## config.mk

```make
export PLATFORM = sky130hd
export DESIGN_NAME = mem_port_arbiter
export DESIGN_NICKNAME = d
export VERILOG_FILES = /design/src/rtl/mem_port_arbiter.sv
export SDC_FILE = /design/constraint.sdc
export NUM_CORES = 1
export LEC_CHECK = 0
export CORE_ASPECT_RATIO = 0.9
export CORE_UTILIZATION = 35
export DETAILED_ROUTE_END_ITERATION = 8
export PLACE_DENSITY = 0.66
export SLEW_MARGIN = 20
export SYNTH_ARGS = -nofsm -noshare
export SYNTH_HDL_FRONTEND = slang
export SYNTH_SLANG_ARGS = --single-unit
export TNS_END_PERCENT = 1
```

## constraint.sdc

```tcl
create_clock -name clk -period 2.6 [get_ports clk]
set_input_delay 0.65 -clock clk [delete_from_list [all_inputs] [get_ports clk]]
set_output_delay 0.65 -clock clk [all_outputs]
set_load 0.005 [all_outputs]
```

## src/rtl/mem_port_arbiter.sv

```systemverilog
`timescale 1ns/1ps
// Shares one variable-latency memory port between instruction fetch and the MEM stage.
// Define ARB_TIMEOUT_EN to abort accesses whose mem_ready does not arrive within TIMEOUT cycles.
module mem_port_arbiter #(
    parameter int ADDR_W  = 32,
    parameter int DATA_W  = 32,
    parameter int TIMEOUT = 16
) (
    input  logic              clk,
    input  logic              reset,
    input  logic              if_req,
    input  logic [ADDR_W-1:0] if_addr,
    output logic [DATA_W-1:0] if_rdata,
    output logic              if_ack,
    input  logic              d_req,
    input  logic              d_we,
    input  logic [ADDR_W-1:0] d_addr,
    input  logic [DATA_W-1:0] d_wdata,
    output logic [DATA_W-1:0] d_rdata,
    output logic              d_ack,
    output logic              stall_if,
    output logic              stall_mem,
    output logic              mem_req,
    output logic              mem_we,
    output logic [ADDR_W-1:0] mem_addr,
    output logic [DATA_W-1:0] mem_wdata,
    input  logic [DATA_W-1:0] mem_rdata,
    input  logic              mem_ready,
    output logic              err
);

    localparam logic [1:0] IDLE  = 2'd0;
    localparam logic [1:0] FETCH = 2'd1;
    localparam logic [1:0] DATA  = 2'd2;
    localparam logic [1:0] RESP  = 2'd3;

    localparam logic GRANT_FETCH = 1'b0;
    localparam logic GRANT_DATA  = 1'b1;

    if (TIMEOUT < 2) begin : g_timeout_check
        $error("mem_port_arbiter: TIMEOUT must be at least 2");
    end

    logic [1:0]        state;
    logic              last_grant;
    logic              in_access;
    logic              timeout_hit;
    logic [DATA_W-1:0] cap_data;

    assign in_access = (state == FETCH) || (state == DATA);

    // Stores and aborted accesses hand back zero rather than whatever is on the bus.
    assign cap_data = (mem_ready && !mem_we) ? mem_rdata : '0;

`ifdef ARB_TIMEOUT_EN
    localparam int CNT_W = $clog2(TIMEOUT);
    localparam logic [CNT_W-1:0] CNT_LAST = CNT_W'(TIMEOUT - 1);

    logic [CNT_W-1:0] wait_cnt;
    logic             err_q;

    assign timeout_hit = in_access && !mem_ready && (wait_cnt == CNT_LAST);

    // Every grant leaves IDLE, so clearing in IDLE is clearing on grant.
    always_ff @(posedge clk or negedge reset) begin
        if (!reset) begin
            wait_cnt <= '0;
        end else if (state == IDLE) begin
            wait_cnt <= '0;
        end else if (in_access && !mem_ready) begin
            wait_cnt <= wait_cnt + 1'b1;
        end
    end

    always_ff @(posedge clk or negedge reset) begin
        if (!reset) begin
            err_q <= 1'b0;
        end else begin
            err_q <= timeout_hit;
        end
    end

    assign err = err_q;
`else
    assign timeout_hit = 1'b0;
    assign err         = 1'b0;
`endif

    always_ff @(posedge clk or negedge reset) begin
        if (!reset) begin
            state      <= IDLE;
            last_grant <= GRANT_FETCH;
            mem_req    <= 1'b0;
            mem_we     <= 1'b0;
            mem_addr   <= '0;
            mem_wdata  <= '0;
            if_rdata   <= '0;
            d_rdata    <= '0;
        end else begin
            case (state)
                IDLE: begin
                    // Data wins unless fetch is also waiting and data had the last turn.
                    if (d_req && (!if_req || last_grant != GRANT_DATA)) begin
                        state     <= DATA;
                        mem_req   <= 1'b1;
                        mem_we    <= d_we;
                        mem_addr  <= d_addr;
                        mem_wdata <= d_wdata;
                    end else if (if_req) begin
                        state    <= FETCH;
                        mem_req  <= 1'b1;
                        mem_we   <= 1'b0;
                        mem_addr <= if_addr;
                    end
                end
                FETCH, DATA: begin
                    if (mem_ready || timeout_hit) begin
                        state      <= RESP;
                        mem_req    <= 1'b0;
                        mem_we     <= 1'b0;
                        last_grant <= (state == DATA);
                        if (state == DATA) begin
                            d_rdata <= cap_data;
                        end else begin
                            if_rdata <= cap_data;
                        end
                    end
                end
                RESP: begin
                    state <= IDLE;
                end
                default: begin
                    state <= IDLE;
                end
            endcase
        end
    end

    // last_grant already names the winner once RESP is entered.
    assign if_ack = (state == RESP) && (last_grant == GRANT_FETCH);
    assign d_ack  = (state == RESP) && (last_grant == GRANT_DATA);

    assign stall_if  = if_req & ~if_ack;
    assign stall_mem = d_req & ~d_ack;

endmodule

```

==> reports/qor.yml, run 1 <==
timing:
  timing.slew.headroom: 0.618
  worst_slew_pin_slew_ns: 0.571
  hold_viol: 0
  slew_violations: 0
  setup-tns-final_ns: 0
  fin_ws_ns: 0.113
  fin_crit_ns: 2.49
  skew_ns: 0.00831
  rsz0062_at_grt: "false"
  fin_crit_sh: 0.957
  fmax_mhz: 402
  finalSetupViolations: 0
yosys:
  ys_types: 28
  synth_common_cells: "dfrtp_1, nand2_1, o21ai_0"
  synthArstFlopShare: 1.00
  synth.top_cell.area_share: 0.579
  synth-main-ff-cell: "dfrtp_1"
  ys_seq_area_frac: 0.579
  yosys_register_bits: 133
  syn_area_sq_um: 5750
  synthTopCellsByArea: "dfrtp_1, nand2_1, o21ai_0, mux2_4, mux2i_1"
  yosysWarnings: 0
  syn_area_per_cell_sq_um: 11.0
  syn_nets: 664
  synth_top_cell_by_area: "dfrtp_1"
  synth.most_common_cell: "dfrtp_1"
  synth-edff-count: 0
  synthCells: 525
critical_path:
  cp-start-kind: "flip-flop"
  required_ns: 1.95
  rr_worst_depth: 6
  max_stage_delay_ns: 0.51
  critPathKind: "flip-flop to output pin"
  worstPathCellList: "ha_1 > and2_1 > nor2b_1 > clkdlybuf4s50_1"
  critical_path.endpoint_type: "output pin"
  timing.rr.start: "state[1]"
  worstPathArrival_ns: 1.84
  r2r_end: "state[1]"
  reg2reg_slack_ns: 0.83
  crit_path_top_delay_cell: "clkdlybuf4s50_1"
  crit_fanout: 3
run_status:
  status: "complete, no violations"
global_routing:
  track_usage: 0.188
  grt_max_degree: 65
  grt_pass1_vias: 4706
  antenna_found_initial: 0
  grt_pass1_wl_mm: 24.0
  gr-total-overflow: 0
place:
  dp.cells: 979
  dp_slack_ns: 0.181
  numPortBuffers: 267
  routabilityCongestion: 0.787
  dp_hpwl_mm: 11.2
drt:
  antenna_left: 0
  via_per_inst: 4.62
  drc: 0
  drt_iter0_drc: 206
  vias: 4684
  dr.pass1.iters: 4
  wl_per_cell_um: 15.5
  wl_mm: 15.7
finish:
  multiInputGateArea_sq_um: 2220
  antennaDiodeCount: 0
  final_cell_count_no_fill: 1013
  utilization: 0.580
  n_fill_cell: 1328
  synthToLayoutAreaGrowth_pct: 62.1
  layout.nets: 932
  ff_latch_area_sq_um: 3330
  drive_gt1_frac: 0.110
power:
  power_density_nw_per_um2: 1160
  p_leak_nw: 4.23
  finalPower_mw: 10.8
  peakVddDrop_mv: 0.545
clock_tree:
  cts_tree: "built"
  clockRootBuffer: "clkbuf_16"
  insertion_delay_ns: 0.42
  clk_path_buf_depth: 2
  numCtsBuffers: 17
  h-tree-depth: 4
  cts_sinks: 133
  clkTransAtPathRegs_ns: 0.06
die:
  die_area_sq_um: 17000
  initial_core_util: 0.358
  die_x_um: 137
  rows: 44
  core-area_sq_um: 16100
  die_y_um: 124
  pin_count: 269
hold_path:
  hold_class: "input port to asynchronous set/reset pin"
flow_run:
  maxCapViolCount: 0
-- where the power goes --
part / total [mW] / internal, mW / switching, mW
Combinational: 4.61 / 2.84 / 1.77
Sequential: 3.64 / 3.07 / 0.574
Clock: 2.53 / 1.56 / 0.971
-- worst max-delay path by stage --
stage	from	end	slack [ns]	cells after the start
2_1_floorplan	state[0]	if_rdata[22]	1.02	6
3_3_place_gp	if_req	stall_if	0.17	3
3_5_place_dp	if_req	stall_if	0.18	3
4_1_cts	state[1]	stall_mem	0.05	4
5_1_grt	state[0]	stall_mem	0.03	4
6_report	state[1]	stall_mem	0.11	4
-- through the flow --
stage	cell area (sq um)	hold slack, ns
finish	9320	0.170
global route	9320	0.200
CTS	9310	0.184
detailed placement	8680	0.469
global placement	8680	0.461
floorplan	5750	0.354
-- layout by cell type (no fill, tap or decap), types with 4 or more instances in the layout --
cell,synthesis,final
buf_12,0,6
o21ai_0,95,95
nor2b_1,5,4
nand2_1,132,131
clkdlybuf4s50_1,0,266
dfrtp_1,133,133
clkbuf_16,0,17
o21ai_1,4,4
inv_6,0,8
mux2i_1,33,33
mux2_4,30,30
ha_1,5,5
nand2b_1,33,33
buf_4,1,11
-- final cells by class --
type / count / share of cell area
Clock buffer: 18 / 0.0471
Clock inverter: 14 / 0.0199
Inverter: 3 / 0.00121
Multi-Input combinational cell: 354 / 0.238
Sequential cell: 133 / 0.357
Tap cell: 207 / 0.0278
Timing Repair Buffer: 284 / 0.309
-- worst max-delay path: cells and delay by family (launching register included) --
family | cells | cell delay (ns)
fa+ha+maj | 1 | 0.20
flops | 1 | 0.41
buf+inv | 1 | 0.51
simple gates | 2 | 0.30
-- per-layer routing --
metal / routed length (um) / track usage / up-vias
li1: - / - / 2273
met1: 6410 / 0.223 / 2212
met2: 7770 / 0.317 / 179
met3: 1180 / 0.0615 / 20
met4: 308 / 0.0762 / 0
met5: 0 / 0 / -
-- sequential cells by signal, summed over array words and instances (netlist names) --
| register | count |
|---|---|
| d_rdata | 32 |
| if_rdata | 32 |
| last_grant | 1 |
| mem_addr | 32 |
| mem_req | 1 |
| mem_wdata | 32 |
| mem_we | 1 |
| state | 2 |
-- repair_timing --
action,CTS,global route
setup endpoints to repair,0,1
hold buffers,0,0
buffers inserted,0,2
resized for setup,0,0
-- cells by family after synthesis --
kind of cell,synth area share
adders and majority gates,0.0109
buffers and inverters,0.0372
AOI/OAI and AO/OA,0.0981
and+or+nand+nor,0.133
other,0.000652
DFF,0.579
muxes,0.142
Note: power is estimated with default switching activity, not from simulation.
==> run 2: changes to the inputs <==
--- a/config.mk
+++ b/config.mk
@@ -7,6 +7,7 @@
 export LEC_CHECK = 0
 export CORE_ASPECT_RATIO = 0.9
 export CORE_UTILIZATION = 35
+export CTS_CLUSTER_DIAMETER = 120
 export DETAILED_ROUTE_END_ITERATION = 8
 export PLACE_DENSITY = 0.66
 export SLEW_MARGIN = 20
==> results of run 2 <==
Final layout, timing and power as in run 1 (identical DEF).
